===== config.mk =====
export PLATFORM = sky130hd
export DESIGN_NAME = branch_resolve_unit_flat
export DESIGN_NICKNAME = d
export VERILOG_FILES = /design/src/rtl/branch_resolve_unit_if.sv /design/src/rtl/branch_resolve_unit.sv /design/src/flat_wrapper.sv
export SDC_FILE = /design/constraint.sdc
export NUM_CORES = 1
export LEC_CHECK = 0
export CORE_MARGIN = 2
export CORE_UTILIZATION = 30
export CTS_CLUSTER_DIAMETER = 30
export DETAILED_ROUTE_END_ITERATION = 10
export MAX_ROUTING_LAYER = met4
export PLACE_DENSITY = 0.51
export SLEW_MARGIN = 20
export SYNTH_ARGS = -nofsm -noshare
export SYNTH_HDL_FRONTEND = slang
export SYNTH_SLANG_ARGS = --single-unit

===== constraint.sdc =====
create_clock -name clk -period 4.6 [get_ports clk]
set_clock_uncertainty 0.05 [all_clocks]
set_input_delay 0.92 -clock clk [delete_from_list [all_inputs] [get_ports clk]]
set_output_delay 0.92 -clock clk [all_outputs]
set_load 0.03 [all_outputs]

===== src/rtl/branch_resolve_unit_if.sv =====
// branch_resolve_unit_if: request/result valid-ready bundle for branch_resolve_unit
interface branch_resolve_unit_if #(
    parameter int DATA_W = 32,
    parameter int ADDR_W = 32,
    parameter int OFF_W  = 13
);
    logic              in_valid;
    logic              in_ready;
    logic [3:0]        in_op;
    logic [DATA_W-1:0] in_a;
    logic [DATA_W-1:0] in_b;
    logic [ADDR_W-1:0] in_pc;
    logic [OFF_W-1:0]  in_offset;
    logic              in_pred_taken;
    logic              out_valid;
    logic              out_ready;
    logic              out_taken;
    logic [ADDR_W-1:0] out_target;
    logic              out_mispredict;
    logic              out_bad_op;
    modport master (
        output in_valid, in_op, in_a, in_b, in_pc, in_offset, in_pred_taken, out_ready,
        input  in_ready, out_valid, out_taken, out_target, out_mispredict, out_bad_op
    );
    modport slave (
        input  in_valid, in_op, in_a, in_b, in_pc, in_offset, in_pred_taken, out_ready,
        output in_ready, out_valid, out_taken, out_target, out_mispredict, out_bad_op
    );
endinterface


===== src/rtl/branch_resolve_unit.sv =====
// branch_resolve_unit: two-stage branch compare/target/mispredict pipe with flush.
// Define BRANCH_STATS_EN to add branch and mispredict counters.
module branch_resolve_unit #(
    parameter int DATA_W = 32,
    parameter int ADDR_W = 32,
    parameter int OFF_W  = 13
) (
    input logic clk,
    input logic reset,
    input logic flush,
    branch_resolve_unit_if.slave bus
`ifdef BRANCH_STATS_EN
    ,
    output logic [31:0] stat_branches,
    output logic [31:0] stat_mispredicts
`endif
);
    typedef struct packed {
        logic [3:0]        op;
        logic [DATA_W-1:0] a;
        logic [DATA_W-1:0] b;
        logic [ADDR_W-1:0] pc;
        logic [OFF_W-1:0]  off;
        logic              pred;
    } req_t;
    typedef struct packed {
        logic              taken;
        logic [ADDR_W-1:0] target;
        logic              mis;
        logic              bad;
`ifdef BRANCH_STATS_EN
        logic              nz;
`endif
    } res_t;
    logic s1_v_q, s1_v_d, s2_v_q, s2_v_d;
    req_t s1_q, s1_d, in_req;
    res_t s2_q, s2_d, res;
    logic s2_acc, in_fire, eq, lt, bad, cond;
    assign s2_acc       = !s2_v_q || bus.out_ready;
    assign bus.in_ready = reset && !flush && (!s1_v_q || s2_acc);
    assign in_fire      = bus.in_valid && bus.in_ready;
    assign in_req = '{op: bus.in_op, a: bus.in_a, b: bus.in_b, pc: bus.in_pc,
                      off: bus.in_offset, pred: bus.in_pred_taken};
    always_comb begin
        eq   = s1_q.a == s1_q.b;
        lt   = s1_q.op[3] ? $signed(s1_q.a) < $signed(s1_q.b) : s1_q.a < s1_q.b;
        // bit3 only qualifies the ordered compares; EQ/NE/none with bit3 set are illegal
        bad  = &s1_q.op[2:0] || (s1_q.op[3] &&
               (s1_q.op[2:0] == 3'd0 || s1_q.op[2:0] == 3'd1 || s1_q.op[2:0] == 3'd4));
        case (s1_q.op[2:0])
            3'd1:    cond = eq;
            3'd2:    cond = !lt && !eq;
            3'd3:    cond = !lt;
            3'd4:    cond = !eq;
            3'd5:    cond = lt;
            3'd6:    cond = lt || eq;
            default: cond = 1'b0;
        endcase
        res        = '0;
        res.taken  = cond && !bad;
        res.target = s1_q.pc + {{(ADDR_W-OFF_W){s1_q.off[OFF_W-1]}}, s1_q.off};
        res.mis    = res.taken != s1_q.pred;
        res.bad    = bad;
`ifdef BRANCH_STATS_EN
        res.nz     = |s1_q.op;
`endif
        s1_v_d = !flush && (in_fire || (s1_v_q && !s2_acc));
        s1_d   = in_fire ? in_req : s1_q;
        s2_v_d = !flush && (s2_acc ? s1_v_q : s2_v_q);
        s2_d   = (s2_acc && s1_v_q) ? res : s2_q;
    end
    assign bus.out_valid      = s2_v_q;
    assign bus.out_taken      = s2_q.taken;
    assign bus.out_target     = s2_q.target;
    assign bus.out_mispredict = s2_q.mis;
    assign bus.out_bad_op     = s2_q.bad;
`ifdef BRANCH_STATS_EN
    logic [31:0] st_br_q, st_br_d, st_mp_q, st_mp_d;
    logic        cnt;
    always_comb begin
        cnt     = s2_v_q && bus.out_ready && s2_q.nz;
        st_br_d = st_br_q + {31'd0, cnt};
        st_mp_d = st_mp_q + {31'd0, cnt && s2_q.mis};
    end
    assign stat_branches    = st_br_q;
    assign stat_mispredicts = st_mp_q;
`endif
    always_ff @(posedge clk) begin
        if (!reset) begin
            s1_v_q <= 1'b0;
            s2_v_q <= 1'b0;
            s1_q   <= '0;
            s2_q   <= '0;
`ifdef BRANCH_STATS_EN
            st_br_q <= '0;
            st_mp_q <= '0;
`endif
        end else begin
            s1_v_q <= s1_v_d;
            s2_v_q <= s2_v_d;
            s1_q   <= s1_d;
            s2_q   <= s2_d;
`ifdef BRANCH_STATS_EN
            st_br_q <= st_br_d;
            st_mp_q <= st_mp_d;
`endif
        end
    end
endmodule


===== src/flat_wrapper.sv =====
// flat-port wrapper written by rule: the top's interface ports become plain ports
module branch_resolve_unit_flat 
#(
    parameter int DATA_W = 32,
    parameter int ADDR_W = 32,
    parameter int OFF_W  = 13
)
  (clk, reset, flush, bus_in_valid, bus_in_op, bus_in_a, bus_in_b, bus_in_pc, bus_in_offset, bus_in_pred_taken, bus_out_ready, bus_in_ready, bus_out_valid, bus_out_taken, bus_out_target, bus_out_mispredict, bus_out_bad_op);
  branch_resolve_unit_if #(.DATA_W(DATA_W), .ADDR_W(ADDR_W), .OFF_W(OFF_W)) bus_i ();
  input logic clk;
  input logic reset;
  input logic flush;
  input wire logic [$bits(bus_i.in_valid)-1:0] bus_in_valid;
  input wire logic [$bits(bus_i.in_op)-1:0] bus_in_op;
  input wire logic [$bits(bus_i.in_a)-1:0] bus_in_a;
  input wire logic [$bits(bus_i.in_b)-1:0] bus_in_b;
  input wire logic [$bits(bus_i.in_pc)-1:0] bus_in_pc;
  input wire logic [$bits(bus_i.in_offset)-1:0] bus_in_offset;
  input wire logic [$bits(bus_i.in_pred_taken)-1:0] bus_in_pred_taken;
  input wire logic [$bits(bus_i.out_ready)-1:0] bus_out_ready;
  output wire logic [$bits(bus_i.in_ready)-1:0] bus_in_ready;
  output wire logic [$bits(bus_i.out_valid)-1:0] bus_out_valid;
  output wire logic [$bits(bus_i.out_taken)-1:0] bus_out_taken;
  output wire logic [$bits(bus_i.out_target)-1:0] bus_out_target;
  output wire logic [$bits(bus_i.out_mispredict)-1:0] bus_out_mispredict;
  output wire logic [$bits(bus_i.out_bad_op)-1:0] bus_out_bad_op;
  assign bus_i.in_valid = bus_in_valid;
  assign bus_i.in_op = bus_in_op;
  assign bus_i.in_a = bus_in_a;
  assign bus_i.in_b = bus_in_b;
  assign bus_i.in_pc = bus_in_pc;
  assign bus_i.in_offset = bus_in_offset;
  assign bus_i.in_pred_taken = bus_in_pred_taken;
  assign bus_i.out_ready = bus_out_ready;
  assign bus_in_ready = bus_i.in_ready;
  assign bus_out_valid = bus_i.out_valid;
  assign bus_out_taken = bus_i.out_taken;
  assign bus_out_target = bus_i.out_target;
  assign bus_out_mispredict = bus_i.out_mispredict;
  assign bus_out_bad_op = bus_i.out_bad_op;
  branch_resolve_unit #(.DATA_W(DATA_W), .ADDR_W(ADDR_W), .OFF_W(OFF_W)) u_core (.clk(clk), .reset(reset), .flush(flush), .bus(bus_i));
endmodule

==> flow_metrics.env <==
export IMPL_gr_usage_all_layers_pct=16.8
export IMPL_die_h_um=164
export IMPL_cts_tree="yes"
export IMPL_worstHoldPathType="reg2reg"
export IMPL_netlist_area_um2=7730
export IMPL_setup_ws_ps=1050
export IMPL_pwr_density_cell_nw_per_um2=323
export IMPL_dr_pass1_iters=5
export IMPL_tns_ps=0
export IMPL_stdcell_count=1495
export IMPL_p_switching_mw=0.832
export IMPL_layout_drive_gt1_share_pct=4.21
export IMPL_design_core_area_um2=25300
export IMPL_max_cap_violations=0
export IMPL_synth_seq_area_share_pct=39.1
export IMPL_pwr_share_clk_pct=46.8
export IMPL_viasPerCell=4.77
export IMPL_drt_initial_drc_count=437
export IMPL_placementRows=58
export IMPL_seqPwrFrac_pct=41.4
export IMPL_yosys_register_bits=151
export IMPL_layout_nets=1333
export IMPL_dp_slack_ps=1040
export IMPL_synth_warnings=0
export IMPL_drt_total_wl_mm=21.8
export IMPL_overflow=0
export IMPL_vias=7136
export IMPL_critPathCaptureType="output port"
export IMPL_worstPathArrival_ps=2580
export IMPL_intPower_mw=2.47
export IMPL_ant_nets=0
export IMPL_syn_avg_cell_area_um2=7.57
export IMPL_wl_per_cell_um=14.6
export IMPL_synth_nets=1204
export IMPL_cts_sinks=151
export IMPL_ctsResizeCount=0
export IMPL_fmax_mhz=282
export IMPL_grt_pass1_wl_mm=35.1
export IMPL_critPathLaunchType="primary input"
export IMPL_cp_max_fo=5
export IMPL_cts_setup_buffers=0
export IMPL_p_sw_share_pct=25.2
export IMPL_synth_top_area_cell="dfxtp_1"
export IMPL_holdWs_ps=404
export IMPL_hold_violations=0
export IMPL_power_total_mw=3.31
export IMPL_pin_count=156
export IMPL_routabilityCongestion=0.809
export IMPL_crit_type="in2out"
export IMPL_die_x_um=164
export IMPL_netlist_area_leader_share_pct=39.1
export IMPL_rsz0062_at_grt="no"
export IMPL_p_leak_nw=3.74
export IMPL_grt_pass1_vias=6981
export IMPL_yosysUniqueCellTypes=56
export IMPL_h_tree_depth=4
export IMPL_status="completed"
export IMPL_grt_max_degree=87
export IMPL_clk_latency_ps=420
export IMPL_period_needed_ps=3550
export IMPL_io_buffers=155
export IMPL_drv_slew=0
export IMPL_async_flop_share_pct=0
export IMPL_drc=0
export IMPL_synthCells=1021
export IMPL_worstMarginPinSlew_ps=758
export IMPL_ir_worst_vdd_mv=0.141
export IMPL_cts_root_buf="clkbuf_16"
export IMPL_antenna_found_initial=2
export IMPL_synth_edf_count=0
export IMPL_cts_buffers=17
export IMPL_place_hpwl_mm=15.7
export IMPL_placedCellCount=1461
export IMPL_initial_core_util_pct=30.6
export IMPL_ys_top_cells_by_area="dfxtp_1 39%, nand2_1 14%, a21oi_1 11%"
export IMPL_hold_buffers=0
export IMPL_slew_headroom_pct=49.5
export IMPL_setup_viol=0
export IMPL_pwr_share_comb_pct=11.7
export IMPL_dieArea_um2=27100
export IMPL_cp_required_ps=3630
export IMPL_clkTransAtPathRegs_ps=60
export IMPL_syn_to_final_growth_pct=32.7
export IMPL_finalCritPeriodShare_pct=77.2
export IMPL_clk_path_buf_depth=2
export IMPL_synth_top_flop_cell="dfxtp_1"
[worst paths after layout]
check	cells past startpoint	endpoint	startpoint	slack [ps]
setup / recovery	4	bus_in_ready	bus_out_ready	1050
hold / removal	2	u_core.bus.out_target[19]	u_core.bus.out_target[19]	400
setup reg to reg	9	u_core.bus.out_target[30]	u_core.s1_q[13]	1370
hold reg to reg	2	u_core.bus.out_target[19]	u_core.bus.out_target[19]	400
[per-layer routing]
layer / GRT usage, % / vias to the layer above / wire [µm] / share of wire, %
met1: 21.7 / 3246 / 10800 / 49
met4: 4.94 / 0 / 233 / 1.1
met2: 26.8 / 125 / 9960 / 46
met3: 2.99 / 15 / 840 / 3.9
met5: - / - / 0 / 0
li1: - / 3750 / - / -
[flip-flops by register name, indices dropped and copies added (netlist names)]
name,flops
u_core.bus.out_taken,1
u_core.s1_q,114
u_core.bus.out_mispredict,1
u_core.bus.out_bad_op,1
u_core.s1_v_q,1
u_core.bus.out_target,32
u_core.bus.out_valid,1
[cells in the mapped netlist (4+ instances only)]
| cell type | instances |
|---|---|
| nand2_1 | 278 |
| a21oi_1 | 173 |
| dfxtp_1 | 151 |
| ha_1 | 63 |
| inv_1 | 50 |
| nor2_1 | 44 |
| clkbuf_1 | 42 |
| o21ai_0 | 31 |
| nand3_1 | 26 |
| xnor2_1 | 15 |
| a211oi_1 | 11 |
| nand4_1 | 11 |
| nor3_1 | 11 |
| a21o_1 | 9 |
| nand2b_1 | 9 |
| a31oi_1 | 8 |
| buf_1 | 7 |
| or3_1 | 7 |
| o211ai_1 | 6 |
| nor4_1 | 5 |
| o21a_1 | 5 |
| nor2b_1 | 4 |
| o21bai_1 | 4 |
| o31ai_1 | 4 |
[power by group through the flow]
stage	Clock, mW	Combinational [mW]	Sequential (mW)
after global routing	1.64	0.433	1.38
after floorplan	0	0.197	1.41
final	1.55	0.388	1.37
after detailed placement	0	0.392	1.40
after global placement	0	0.392	1.40
after CTS	1.59	0.395	1.37
[cell families (layout without fill, tap and decap cells)]
kind of cell               Yosys count  after routing  share of synthesized area [%]
and+or+nand+nor                    409            409                           22.3
AOI/OAI and AO/OA                  273            273                           20.6
DFF                                151            151                           39.1
buffers and inverters              103            245                           5.10
adders and majority gates           64             64                           10.5
xor gates and xnor gates            18             18                           2.04
muxes                                3              3                          0.389
other                                0              2                              0
[cell usage in the layout (no fill, tap or decap), types with 7 or more instances in the layout]
master and count:
a211oi_1 11, a21o_1 9, a21oi_1 173, a31oi_1 8, clkbuf_16 17, clkdlybuf4s50_1 155, dfxtp_1 151, ha_1 63
inv_1 49, nand2_1 277, nand2b_1 9, nand3_1 26, nand4_1 11, nor2_1 44, nor3_1 11, o21ai_0 31
or3_1 7, xnor2_1 15
[area by class of cell]
type	count	area, µm²
inverter	50	190
tap	330	413
multi-input combinational	767	4320
clock buffer	18	439
clock inverter	14	209
fill	2664	15000
timing repair buffer	163	1650
sequential	151	3020
antenna	2	5.00
[critical path, cell delays in order]
cell and delay, ps:
clkdlybuf4s50_1 470, nor2b_1 90, a21oi_1 340, clkdlybuf4s50_1 750
[metrics by stage]
stage | area [µm²] | util [%]
2_1_floorplan | 7730 | -
3_3_place_gp | 9600 | 38.0
3_5_place_dp | 9600 | 38.0
4_1_cts | 10200 | 40.6
5_1_grt | 10200 | 40.6
6_report | 10200 | 40.6
(Power assumes the default switching activity.)
